--- config.mk ---
export PLATFORM = sky130hd
export DESIGN_NAME = ps2_arrow_decoder
export DESIGN_NICKNAME = d
export VERILOG_FILES = /design/src/rtl/ps2_arrow_decoder.sv
export SDC_FILE = /design/constraint.sdc
export NUM_CORES = 1
export LEC_CHECK = 0
export BUFFER_PORTS_ARGS = -buffer_cell sky130_fd_sc_hd__buf_2
export CORE_ASPECT_RATIO = 1.4
export CORE_MARGIN = 1
export CORE_UTILIZATION = 35
export CTS_CLUSTER_DIAMETER = 50
export DETAILED_ROUTE_END_ITERATION = 8
export PLACE_DENSITY = 0.6
export SYNTH_ARGS = -nofsm -noshare
export SYNTH_HDL_FRONTEND = slang
export SYNTH_SLANG_ARGS = --single-unit
export TNS_END_PERCENT = 30
--- constraint.sdc ---
create_clock -name clk -period 3.1 [get_ports clk]
set_input_delay 0.62 -clock clk [delete_from_list [all_inputs] [get_ports clk]]
set_output_delay 0.62 -clock clk [all_outputs]
set_load 0.005 [all_outputs]
--- src/rtl/ps2_arrow_decoder.sv ---
// rtl/ps2_arrow_decoder.sv - PS/2 set-2 frame receiver and arrow/enter key level decoder
module ps2_arrow_decoder #(
  parameter int CLK_HZ     = 50000000,
  parameter int TIMEOUT_US = 200
) (
  input  logic clk,
  input  logic resetN,
  input  logic ps2_clk,
  input  logic ps2_data,
  output logic leftArrowPressed,
  output logic rightArrowPressed,
  output logic upArrowPressed,
  output logic downArrowPressed,
  output logic enterPressed,
  output logic key_event,
  output logic frame_error
);

  localparam int TO_LIMIT = CLK_HZ / 1000000 * TIMEOUT_US;
  localparam int TO_W     = $clog2(TO_LIMIT + 1);

  typedef enum logic [1:0] {IDLE, EXT, BRK, EXT_BRK} state_t;

  // Level vector order: {left, right, up, down, enter}
  localparam logic [4:0] ENTER_BIT = 5'b00001;

  logic [2:0]      clk_sync_q;   // [1] = sync_clk, [2] = sync_clk_d
  logic [1:0]      data_sync_q;
  logic [3:0]      bit_cnt_q;
  logic [9:0]      sr_q;         // start, D0..D7, parity once 10 bits are in
  logic [TO_W-1:0] to_cnt_q;
  state_t          state_q, state_d;
  logic [4:0]      lvl_q, lvl_d;
  logic            key_event_q, key_event_d;
  logic            frame_error_q, frame_error_d;

  logic       fall;
  logic       sample_bit;
  logic       last_bit;
  logic       frame_ok;
  logic       frame_bad;
  logic       timeout;
  logic [7:0] rx_byte;

  function automatic logic [4:0] arrow_mask(input logic [7:0] code);
    case (code)
      8'h6B:   arrow_mask = 5'b10000;
      8'h74:   arrow_mask = 5'b01000;
      8'h75:   arrow_mask = 5'b00100;
      8'h72:   arrow_mask = 5'b00010;
      default: arrow_mask = 5'b00000;
    endcase
  endfunction

  assign fall       = clk_sync_q[2] & ~clk_sync_q[1];
  assign sample_bit = data_sync_q[1];
  assign last_bit   = fall && (bit_cnt_q == 4'd10);
  assign rx_byte    = sr_q[8:1];
  // Odd parity: XOR over the data bits and the parity bit must be 1.
  assign frame_ok   = last_bit && !sr_q[0] && sample_bit && (^sr_q[9:1]);
  assign frame_bad  = last_bit && !frame_ok;
  // A falling edge in the same cycle wins over the timeout.
  assign timeout    = (to_cnt_q == TO_W'(TO_LIMIT)) && !fall;

  // Two-flop synchronizers plus one delay stage on the clock for edge detection.
  always_ff @(posedge clk) begin
    if (resetN) begin
      clk_sync_q  <= '0;
      data_sync_q <= '0;
    end else begin
      clk_sync_q  <= {clk_sync_q[1:0], ps2_clk};
      data_sync_q <= {data_sync_q[0], ps2_data};
    end
  end

  // Bit counter, LSB-first shift register and inter-edge timeout counter.
  always_ff @(posedge clk) begin
    if (resetN) begin
      bit_cnt_q <= '0;
      sr_q      <= '0;
      to_cnt_q  <= '0;
    end else if (fall) begin
      to_cnt_q <= '0;
      if (last_bit) begin
        bit_cnt_q <= '0;
      end else begin
        bit_cnt_q <= bit_cnt_q + 4'd1;
        sr_q      <= {sample_bit, sr_q[9:1]};
      end
    end else if (timeout) begin
      bit_cnt_q <= '0;
      to_cnt_q  <= '0;
    end else if (bit_cnt_q != 4'd0) begin
      to_cnt_q <= to_cnt_q + TO_W'(1);
    end
  end

  // Scan FSM and output registers.
  always_ff @(posedge clk) begin
    if (resetN) begin
      state_q       <= IDLE;
      lvl_q         <= '0;
      key_event_q   <= 1'b0;
      frame_error_q <= 1'b0;
    end else begin
      state_q       <= state_d;
      lvl_q         <= lvl_d;
      key_event_q   <= key_event_d;
      frame_error_q <= frame_error_d;
    end
  end

  // Next state: make/break decoding with E0 prefix; errors drop back to IDLE.
  always_comb begin
    state_d       = state_q;
    lvl_d         = lvl_q;
    frame_error_d = frame_bad || timeout;
    if (frame_bad || timeout) begin
      state_d = IDLE;
    end else if (frame_ok) begin
      state_d = IDLE;
      case (state_q)
        IDLE: begin
          if (rx_byte == 8'hE0)      state_d = EXT;
          else if (rx_byte == 8'hF0) state_d = BRK;
          else if (rx_byte == 8'h5A) lvl_d   = lvl_q | ENTER_BIT;
        end
        EXT: begin
          if (rx_byte == 8'hF0) state_d = EXT_BRK;
          else                  lvl_d   = lvl_q | arrow_mask(rx_byte);
        end
        BRK: begin
          if (rx_byte == 8'h5A) lvl_d = lvl_q & ~ENTER_BIT;
        end
        EXT_BRK: begin
          lvl_d = lvl_q & ~arrow_mask(rx_byte);
        end
        default: state_d = IDLE;
      endcase
    end
    key_event_d = (lvl_d != lvl_q);
  end

  assign leftArrowPressed  = lvl_q[4];
  assign rightArrowPressed = lvl_q[3];
  assign upArrowPressed    = lvl_q[2];
  assign downArrowPressed  = lvl_q[1];
  assign enterPressed      = lvl_q[0];
  assign key_event         = key_event_q;
  assign frame_error       = frame_error_q;

endmodule
Word level (Yosys, flattened, before mapping)
Cells that the tools add are included.
- bits in registers: 42
- bits of input ports: 4
- output and inout port bits: 7
- word-level logic and storage cells: 70
- $add $sub $neg: 2
- mux-type cells: 23
- bitwise gates (word level): 6
- reductions and logical operators: 17
- equal/unequal tests: 13
- operators by type and width (kind ; number):
    $mux 5 ; 10
    $eq 8x7->1 const B ; 5
    $pmux 5 s4 ; 2
    $eq 8x8->1 const B ; 2
    $add 14x1->14 const B ; 1
    $eq 14x14->1 const B ; 1
    $mux 4 ; 3
    $reduce_xor 9->1 ; 1
    $logic_and 1x1->1 ; 6
    $mux 2 ; 3
    $and 5x5->5 ; 1
    $ne 5x5->1 ; 1
    $not 5->5 ; 1
    $or 5x5->5 ; 1
    $add 4x1->4 const B ; 1
    $eq 2x2->1 const B ; 2
    $eq 4x4->1 const B ; 1
    $mux 1 ; 4
    $pmux 2 s2 ; 1
    $reduce_bool 4->1 ; 1
    $logic_not 1->1 ; 3
    $reduce_or 3->1 ; 1
    $eq 2x1->1 const B ; 1
    $logic_not 2->1 ; 1
    6 further kinds ; 7

Logic depth before layout (Yosys ltp)
Gate-level depths: netlist of the first run.
- depth after elaboration: 16
- depth in mapped cells: 9
- mapped depth without buffers: 7

Least setup slack after synthesis of the first run
OpenSTA, ideal clock, no wires.
- path kind: register to register
- from: register sr_q[3]
- to: register lvl_q[3]
- clock period less this slack: 2109 ps
- required time: 3012 ps
- data arrival time: 2021 ps
- setup time: 88 ps
- stages on the path, launching flop included: 9
- slack: 991 ps
- buffers on the path: 1
- cell sequence: dfxtp_1 -> inv_1 -> ha_1 -> xnor3_1 -> xnor2_1 -> nor4b_4 -> buf_6 -> a41oi_2 -> a311oi_2
- word-level cells in the longest chain between the ends: 11
- elaborated cells on any way between the ends: 25
- those cells by class: eq/ne (5); mux (12); bitwise (3); reduce/logical (5)
- ends and longest elaborated chain (element ; line ; text):
    start: declaration ; 30 ; logic [9:0] sr_q;
    start signal: assignment ; 88 ; sr_q <= {sample_bit, sr_q[9:1]};
    $eq 8x7->1 ; 46 ; case (code)
    $pmux 5 s4 ; 46 ;
    $mux 5 ; 129 ; if (rx_byte == 8'hF0) state_d = EXT_BRK;
    $mux 5 ; 122 ; case (state_q)
    $mux 5 ; 120 ; end else if (frame_ok) begin
    $mux 5 ; 118 ; if (frame_bad || timeout) begin
    $or 5x5->5 ; 130 ; else lvl_d = lvl_q | arrow_mask(rx_byte);
    $mux 5 ; 129 ;
    $pmux 5 s4 ; 122 ;
    $mux 5 ; 120 ;
    $mux 5 (*) ; 118 ;
    end signal: assignment ; 107 ; lvl_q <= lvl_d;
    end: declaration ; 33 ; logic [4:0] lvl_q, lvl_d;
Every way passes the cells marked *; elsewhere a longest branch is shown, timed or not. The select of a mux whose other input is x is not followed.
A chain may end at the register's enable or synchronous reset.

Final worst setup path of the first run
- from: register sr_q[3]
- to: register lvl_q[2]
The elaborated chain is that of the path after synthesis.

==> results of run 1 <==
-- flip-flops by register name (all words and copies together) (netlist names) --
signal,count
frame_error,1
clk_sync_q,3
lvl_q,5
key_event,1
bit_cnt_q,4
state_q,2
to_cnt_q,14
data_sync_q,2
sr_q,10
-- per-layer routing --
layer	routed length [um]	GRT usage, %
met1	1660	15.5
met4	78	6.25
met2	1990	25.2
met3	107	3.28
met5	0	0
-- cell usage in the layout (no fill, tap or decap), types with 2 or more instances in the layout --
cell      instances
nand3b_1          2
xor2_1           10
nand2b_1          4
nor2_1           27
dfxtp_1          42
o21a_1            2
xnor2_1           6
nand3_1           8
a31oi_1           4
and3_1            5
nand2_1          32
nor3b_1           2
and2_1            2
a22oi_1           3
nor2b_1           8
a21oi_1          15
clkbuf_8          5
a311oi_1          4
buf_2            10
ha_1             17
a41oi_1           2
and4_1            4
nand4_1           3
inv_1            14
-- report_power, final --
group / switching (W) / total (W) / internal (W) / leakage [nW]
Clock: 0.000188 / 0.000428 / 0.000240 / 0.0514
Sequential: 0.00000251 / 0.000545 / 0.000543 / 0.339
Combinational: 0.0000156 / 0.0000228 / 0.00000718 / 0.461
-- area by class of cell --
cell class | instances | area (um^2)
Tap cell | 70 | 87.6
Inverter | 14 | 52.6
Timing Repair Buffer | 10 | 50.0
Multi-Input combinational cell | 178 | 1190
Sequential cell | 42 | 841
Clock inverter | 2 | 37.5
Clock buffer | 6 | 72.6
Fill cell | 603 | 3530
-- cell families after synthesis --
family / count (synthesis) / synth area share (%)
and+or+nand+nor: 106 / 25.8
DFF: 42 / 39.5
AOI/OAI and AO/OA: 38 / 12.5
buffers and inverters: 24 / 4.58
xor gates and xnor gates: 17 / 7.64
adders and majority gates: 17 / 9.99
-- critical path: cells and delay by family, from the launching register on --
kind                     cells  cell delay (ns)
buffers and inverters        1             0.08
flip-flops                   1             0.39
adder cells (fa/ha/maj)      1             0.31
AND/OR/NAND/NOR              1             0.63
XOR/XNOR                     2             0.50
AO/OA/AOI/OAI                2             0.47
-- final timing paths --
| check | to | startpoint | slack (ns) | depth (start not counted) |
|---|---|---|---|---|
| max | lvl_q[2] | sr_q[3] | 0.63 | 7 |
| min | data_sync_q[1] | data_sync_q[0] | 0.44 | 1 |
| max reg2reg | lvl_q[2] | sr_q[3] | 0.63 | 7 |
| min reg2reg | data_sync_q[1] | data_sync_q[0] | 0.44 | 1 |
-- Yosys cell counts, types with 2 or more instances --
| master | count | area [um^2] |
|---|---|---|
| o21a_1 | 2 | 15.0 |
| nor3b_1 | 2 | 15.0 |
| inv_1 | 14 | 52.6 |
| and3_1 | 5 | 31.3 |
| nor2_1 | 27 | 101 |
| a311oi_1 | 4 | 35.0 |
| clkbuf_1 | 9 | 33.8 |
| a31oi_1 | 4 | 25.0 |
| nand3_1 | 8 | 40.0 |
| nor2b_1 | 8 | 50.1 |
| a41oi_1 | 2 | 17.5 |
| a21oi_1 | 15 | 75.1 |
| a22oi_1 | 3 | 22.5 |
| nand4_1 | 3 | 18.8 |
| xor2_1 | 10 | 87.6 |
| ha_1 | 17 | 213 |
| dfxtp_1 | 42 | 841 |
| nand2_1 | 32 | 120 |
| and2_1 | 2 | 12.5 |
| nand3b_1 | 2 | 15.0 |
| and4_1 | 4 | 35.0 |
| xnor2_1 | 6 | 52.6 |
| nand2b_1 | 4 | 25.0 |
-- through the flow --
step | std cells | cell area (um^2) | hold slack (ns) | setup WS [ns]
floorplan | 244 | 2130 | 0.414 | 0.991
global placement | 314 | 2220 | 0.419 | 0.721
detailed placement | 314 | 2220 | 0.423 | 0.631
CTS | 322 | 2330 | 0.444 | 0.625
global route | 322 | 2330 | 0.479 | 0.455
finish | 322 | 2330 | 0.440 | 0.631
==> impl_metrics.toml, run 1 <==
[power]
powerDensity_mw_per_mm2 = 427
worst_ir_drop_vdd_mv = 0.259
cellLeakagePower_nw = 0.852
totalPowerFinal_w = 0.000997

[cts]
cts_setup_buffers = 0
cts_root_buffer = "clkbuf_8"
cts_inserted_buffers = 5
cts_hold_buffers = 0
cts.sinks = 42
cts_max_level = 2
clkTransAtPathRegs_ns = 0.08
tritoncts_clock_tree = "done"
later_pin_clock_latency_in_the_skew_report_ns = 0.29
cts-resized-gates = 0
cts.path.max_buffers = 2

[yosys]
ys_seq_area_share_pct = 39.5
ys_ff_latch = 42
postSynth.asyncResetShare_pct = 0
ys_dominant_reg_cell = "dfxtp_1"
synth_nets = 265
synth_enable_flop_cells = 0
synth_warnings = 0
post_synth_instance_area_mm2 = 0.00213
avgSynthCellArea_um2 = 8.73
yosys.cell_types.count = 42
syn-instance-count = 244

[sta]
period_needed_ns = 2.47
maxClockFrequency_ghz = 0.405
slew-limit-headroom_pct = 48.7
timing_worst_slew_pin_value_ns = 0.766
rsz0062_at_grt = "false"
clock-skew-final_ns = 0.00878
report.final.hold_viol_count = 0
setup_tns_ns = 0
layout_worst_path_cycle_share_pct = 79.6
setup_violations = 0
drv_slew = 0

[place]
gp_congestion = 0.775
detailed_place_hpwl_mm = 2.77
numPortBuffers = 10

[critical_path]
worst_ep_required_time_ns = 3.31
critical_path.max_fanout = 13
kind_of_capture_point_of_the_worst_setup_path = "flip-flop"
crit_type = "flip-flop to flip-flop"
critical-path-slowest-cell = "nor4b_4"
timing.critical_path.slowest_cell_delay_ns = 0.63
cp-start-kind = "flip-flop"
worst_ep_arrival_time_ns = 2.68
crit_path_cell_trace = "inv_1 -> ha_1 -> xnor3_1 -> xnor2_1 -> nor4b_4 -> a41oi_1 -> a311oi_1"

[route]
wl_mm = 3.84
detailedRoute.firstIterationViolations = 64
drt_pass1_iterations = 4
via_per_inst = 5.13
route.detailed.drc = 0
avgRoutedWirePerCell_um = 11.9
vias = 1652
antenna_violating_nets_post_route = 0

[floorplan]
fp-row-count = 33
initial_core_util_pct = 36.3
core_mm2 = 0.00586
die_height_um = 94.3
ios = 11
die_w_um = 67.9
floorplan.die_area_mm2 = 0.00640

[layout]
layout-area-overhead-vs-synth_pct = 9.52
num_antenna_cells = 0
nNetsFinal = 272
drive_above_1_share_pct = 8.73
final_core_util_pct = 39.8

[grt]
vias_in_the_first_global_route = 1578
grt_pass1_wl_mm = 6.87
gr-usage-all-layers_pct = 14.2
grt_overflow_total = 0
grt_max_degree = 28
antenna_violations_before_repair = 0

[worst_hold_path]
timing.hold.worst.class = "flip-flop to flip-flop"

[flow_run]
cap_viol_max_count = 0

[run_status]
status = "finished, final reports clean"
(Power assumes the default switching activity.)
==> inputs of run 2 (changes only) <==
ABC_AREA = 1   (was unset)
clock period = 2.5 ns   (was 3.1 ns; I/O delays follow)
==> impl_metrics.toml, run 2 <==
[run_status]
status = "finished, final reports clean"

[floorplan]
die_height_um = 99.5
initial_core_util_pct = 36.2
core_mm2 = 0.00657
die_w_um = 71.7
floorplan.die_area_mm2 = 0.00713
ios = 11
fp-row-count = 35

[cts]
cts.path.max_buffers = 2
tritoncts_clock_tree = "done"
cts.sinks = 42
cts_hold_buffers = 0
clkTransAtPathRegs_ns = 0.09
cts_inserted_buffers = 5
cts-resized-gates = 0
cts_max_level = 2
cts_root_buffer = "clkbuf_8"
later_pin_clock_latency_in_the_skew_report_ns = 0.29
cts_setup_buffers = 0

[route]
met2WireLength_mm = 2.42
avgRoutedWirePerCell_um = 11.2
via_per_inst = 4.87
route.detailed.drc = 0
antenna_violating_nets_post_route = 0
topRoutingLayerUsed = "met4"
post_route_met1_wirelength_mm = 2.02
detailedRoute.firstIterationViolations = 86
met3WireLength_um = 121
drt_pass1_iterations = 4
vias = 2036
wl_mm = 4.67

[worst_hold_path]
hold-path-endpoint = "clk_sync_q[0]"
holdPathStages = 3
hp-start = "ps2_clk"
timing.hold.worst.class = "primary input to flip-flop"

[critical_path]
crit_type = "flip-flop to flip-flop"
timing.reg2reg.setup_slack_ns = 0.64
cp-start-kind = "flip-flop"
worst_ep_required_time_ns = 2.69
kind_of_capture_point_of_the_worst_setup_path = "flip-flop"
critical-path-slowest-cell = "dfxtp_1"
worstReg2RegEnd = "key_event"
timing.critical_path.slowest_cell_delay_ns = 0.38
regToRegStartpoint = "sr_q[5]"
crit_path_cell_trace = "inv_1 -> ha_1 -> xnor2_1 -> nand3_1 -> nand3_4 -> inv_1 -> nand3_1 -> nand2_1 -> inv_1 -> nand3_1 -> nor2_1 -> nor2_1"
worst_ep_arrival_time_ns = 2.05
worstRegToRegCells = 12
critical_path.max_fanout = 9

[layout]
regMostFlops = "to_cnt_q"
layout.cells.most_common_list = "72 x nand2_1, 46 x inv_1, 42 x dfxtp_1"
mostFrequentLayoutCell = "nand2_1"
largest_register_ff_count = 14
layout-area-overhead-vs-synth_pct = 8.94
reg.largest.list = "to_cnt_q: 14 flops, sr_q: 10 flops, lvl_q: 5 flops"
num_antenna_cells = 0
nNetsFinal = 364
drive_above_1_share_pct = 11.9
fill_count = 703

[grt]
grt_pass1_wl_mm = 8.49
grt_overflow_total = 0
vias_in_the_first_global_route = 2045
gr-usage-all-layers_pct = 14.9
antenna_violations_before_repair = 0
grt_max_degree = 22

[sta]
report.final.hold_viol_count = 0
setup_violations = 0
slew-limit-headroom_pct = 71.0
setup_slack_ns = 0.636
drv_slew = 0
fin_hold_ws_ns = 0.403
clock-skew-final_ns = 0.0136
rsz0062_at_grt = "false"
timing_worst_slew_pin_value_ns = 0.434
layout_worst_path_cycle_share_pct = 74.6
setup_tns_ns = 0
maxClockFrequency_ghz = 0.536
period_needed_ns = 1.86

[yosys]
synth-compound-area-share_pct = 12.2
post_synth_instance_area_mm2 = 0.00238
synth.top_cells.by_count = "72 x nand2_1, 46 x inv_1, 42 x dfxtp_1"
yosys.area.top_type_share_pct = 35.3
postSynth.asyncResetShare_pct = 0
synth_nets = 353
synth_warnings = 0
synth_simple_gate_area_share_pct = 32.6
yosys.cell_types.count = 29
synth.area.mux_share_pct = 0
post_synth_fa_ha_maj_area_fraction_pct = 8.94
post_synth_main_area_contributors = "dfxtp_1 35%, nand2_1 11%, ha_1 8.9%"
syn-instance-count = 332
avgSynthCellArea_um2 = 7.16
ys_ff_latch = 42
synth_most_common_cell = "nand2_1"
ys_seq_area_share_pct = 35.3
ys_dominant_reg_cell = "dfxtp_1"
post_synth_xor_area_fraction_pct = 2.21
synth_top_family_by_area = "simple AND/OR/NAND/NOR gates"
synth_enable_flop_cells = 0
netlist.top_cell.by_area = "dfxtp_1"

[place]
gp_congestion = 0.788
detailed_place_hpwl_mm = 3.59
place_worst_setup_slack_ns = 0.615
numPortBuffers = 10

[power]
totalPowerFinal_w = 0.00120
cellLeakagePower_nw = 1.01
powerDensity_mw_per_mm2 = 464
worst_ir_drop_vdd_mv = 0.269

[flow_run]
cap_viol_max_count = 0
run 2: cell count changes after synthesis, moves of 8 or more:
| cell | previous run | this run |
|---|---|---|
| a21oi_1 | 15 | 24 |
| nand3_1 | 8 | 23 |
| nor2b_1 | 8 | 0 |
| inv_1 | 14 | 46 |
| nand2_1 | 32 | 72 |
| o21ai_0 | 1 | 22 |
run 2: worst max-delay path: cells and delay by family (launching register included):
| kind | cells | cell delay, ns |
|---|---|---|
| flip-flops | 1 | 0.38 |
| AND/OR/NAND/NOR | 7 | 0.64 |
| buffers and inverters | 3 | 0.26 |
| adder cells (fa/ha/maj) | 1 | 0.30 |
| XOR/XNOR | 1 | 0.18 |
run 2: kinds of logic (layout without fill, tap and decap cells):
logic type / Yosys count / after routing
buffers and inverters: 54 / 66
AOI/OAI and AO/OA: 55 / 55
adders and majority gates: 17 / 17
DFF: 42 / 42
xor gates and xnor gates: 6 / 6
and+or+nand+nor: 158 / 158
run 2: routing by layer:
layer  vias up  track usage, %
met1       922            16.2
met3         8            2.74
met5         -               0
met2        25            27.4
met4         0            6.94
li1       1081               -
run 2: how the worst max path moves through the flow:
| stage | end | start |
|---|---|---|
| after CTS | key_event | sr_q[5] |
| after global placement | key_event | sr_q[5] |
| after floorplan | key_event | sr_q[5] |
| final | key_event | sr_q[5] |
| after detailed placement | key_event | sr_q[5] |
| after global routing | key_event | sr_q[4] |
run 2: where the power goes:
part           internal (W)  total [W]  leakage, nW  switching [W]
logic             0.0000219  0.0000667        0.634      0.0000448
clock network      0.000200   0.000450       0.0408       0.000250
registers          0.000679   0.000686        0.340     0.00000699
run 2: cell type report:
class / count / area, um^2 / share of cell area [%]
clock buffers: 5 / 68.8 / 2.66
repair buffers: 11 / 57.6 / 2.22
well taps: 74 / 92.6 / 3.57
flip-flops and latches: 42 / 841 / 32.4
multi-input cells: 236 / 1330 / 51.4
inverters: 47 / 176 / 6.81
clock inverters: 3 / 23.8 / 0.917
run 2: stage by stage:
stage / cell area (um^2) / cells / utilization [%]
after detailed placement: 2500 / 410 / 38.0
after CTS: 2590 / 418 / 39.4
final: 2590 / 418 / 39.4
after global routing: 2590 / 418 / 39.4
after floorplan: 2380 / 332 / -
after global placement: 2500 / 410 / 38.0
==> inputs of run 3 (changes only) <==
clock period = 1.8 ns   (was 2.5 ns; I/O delays follow)
==> impl_metrics.toml, run 3 (synthesized netlist as in run 2, its figures left out) <==
[run_status]
status = "finished, final reports clean"

[grt]
grt_max_degree = 19
antenna_violations_before_repair = 0
grt_overflow_total = 0
vias_in_the_first_global_route = 2133
gr-usage-all-layers_pct = 15.8
grt_pass1_wl_mm = 8.93

[place]
detailed_place_hpwl_mm = 3.72
dpl_cell_area_mm2 = 0.00260
gp_congestion = 0.817
numPortBuffers = 10

[power]
total_switching_power_w = 0.000448
power.switching_fraction_pct = 24.1
totalPowerFinal_w = 0.00186
powerDensity_mw_per_mm2 = 650
power_frac_seq_pct = 51.1
cellLeakagePower_nw = 1.15
combinationalPowerShare_pct = 6.9
worst_ir_drop_vdd_mv = 0.356
power.share.clock_pct = 42.0
p_int_w = 0.00141

[sta]
setup_violations = 0
report.final.hold_viol_count = 0
clock-skew-final_ns = 0.0128
slew-limit-headroom_pct = 72.1
rsz0062_at_grt = "true"
drv_slew = 0
period_needed_ns = 1.78
layout_worst_path_cycle_share_pct = 98.9
maxClockFrequency_ghz = 0.561
timing_worst_slew_pin_value_ns = 0.415

[critical_path]
cp-start-kind = "flip-flop"
worst_ep_required_time_ns = 2.00
critical_path.max_fanout = 8
crit_type = "flip-flop to flip-flop"
worst_ep_arrival_time_ns = 1.98
kind_of_capture_point_of_the_worst_setup_path = "flip-flop"

[cts]
cts_root_buffer = "clkbuf_8"
cts.sinks = 42
later_pin_clock_latency_in_the_skew_report_ns = 0.30
cts_max_level = 2
cts_inserted_buffers = 5
tritoncts_clock_tree = "done"
cts.path.max_buffers = 2
clkTransAtPathRegs_ns = 0.09

[floorplan]
core_mm2 = 0.00657
fp-row-count = 35
die_w_um = 71.7
floorplan.die_area_mm2 = 0.00713
die_height_um = 99.5
ios = 11
initial_core_util_pct = 36.2

[layout]
fill_count = 666
reg.largest.list = "to_cnt_q: 14 flops, sr_q: 10 flops, lvl_q: 5 flops"
largest_register_ff_count = 14
layout-area-overhead-vs-synth_pct = 20.2
num_antenna_cells = 0
mostFrequentLayoutCell = "nand2_1"
regMostFlops = "to_cnt_q"
layout.cells.most_common_list = "65 x nand2_1, 44 x inv_1, 39 x dfxtp_1"
drive_above_1_share_pct = 24.0
nNetsFinal = 382
layout.cell_area.non_filler_mm2 = 0.00286

[route]
vias = 2110
drt_pass1_iterations = 4
detailedRoute.firstIterationViolations = 83
via_per_inst = 4.84
route.detailed.drc = 0
avgRoutedWirePerCell_um = 11.6
antenna_violating_nets_post_route = 0
wl_mm = 5.05

[flow_run]
cap_viol_max_count = 0

[worst_hold_path]
timing.hold.worst.class = "primary input to flip-flop"
==> run 3: cell count changes in the layout (fill, tap and decap cells not counted), moves of 5 or more <==
cell,delta
nand2_2,+7
nand2_1,-7
nand3_1,-5
nand3_2,+5
buf_4,+17
==> run 3: worst paths after layout <==
kind	slack [ns]	startpoint	endpoint	depth (start not counted)
worst min-delay path	0.26	ps2_clk	clk_sync_q[0]	3
worst max register to register	0.02	sr_q[3]	lvl_q[3]	13
worst max-delay path	0.02	sr_q[3]	lvl_q[3]	13
worst min register to register	0.40	clk_sync_q[0]	clk_sync_q[1]	2
==> run 3: layer usage <==
metal	part of all wire, %	track usage (%)	up-vias
met1	42	16.6	970
met5	0	0	-
met2	54	29.9	16
met4	2.3	6.79	0
met3	1.8	2.84	10
li1	-	-	1114
==> run 3: worst max-delay path, stage by stage (launching register included) <==
cell	delay (ns)
dfxtp_2	0.35
inv_2	0.05
ha_4	0.26
inv_1	0.04
nand2_2	0.08
nand2_2	0.06
nand2_2	0.08
nand3_2	0.09
nand3_4	0.16
nor2_8	0.06
buf_4	0.13
buf_4	0.12
o21ai_0	0.14
nor2_1	0.05
==> run 3: metrics by stage <==
step	cells	utilization [%]	hold WS [ns]	setup slack [ns]	setup TNS [ns]
6_report	436	43.5	0.257	0.0190	0
5_1_grt	436	43.5	0.261	-0.166	-0.710
4_1_cts	435	42.5	0.249	0.00872	0
3_5_place_dp	424	39.6	0.393	-0.00885	-0.00885
3_3_place_gp	424	39.6	0.389	0.0175	0
2_1_floorplan	332	-	0.388	0.0966	0
==> run 3: area by class of cell <==
type	instances	area (um^2)	share of cell area, %
well taps	74	92.6	3.24
inverters	47	176	6.17
multi-input cells	236	1440	50.2
clock buffers	5	68.8	2.41
flip-flops and latches	42	845	29.5
clock inverters	3	43.8	1.53
repair buffers	29	196	6.87
==> run 3: power by group through the flow <==
stage	clock network, W	registers (W)	logic, W
after floorplan	0	0.000971	0.0000721
after global placement	0	0.000971	0.000108
after detailed placement	0	0.000971	0.000110
after CTS	0.000804	0.000950	0.000123
after global routing	0.000846	0.000952	0.000144
final	0.000780	0.000950	0.000129
==> run 3: what timing repair did <==
item / CTS / global route
setup endpoints to repair: 3 / 12
resized for setup: 15 / 20
hold buffers: 0 / 0
pin swaps: 5 / 7
buffers inserted: 3 / 1
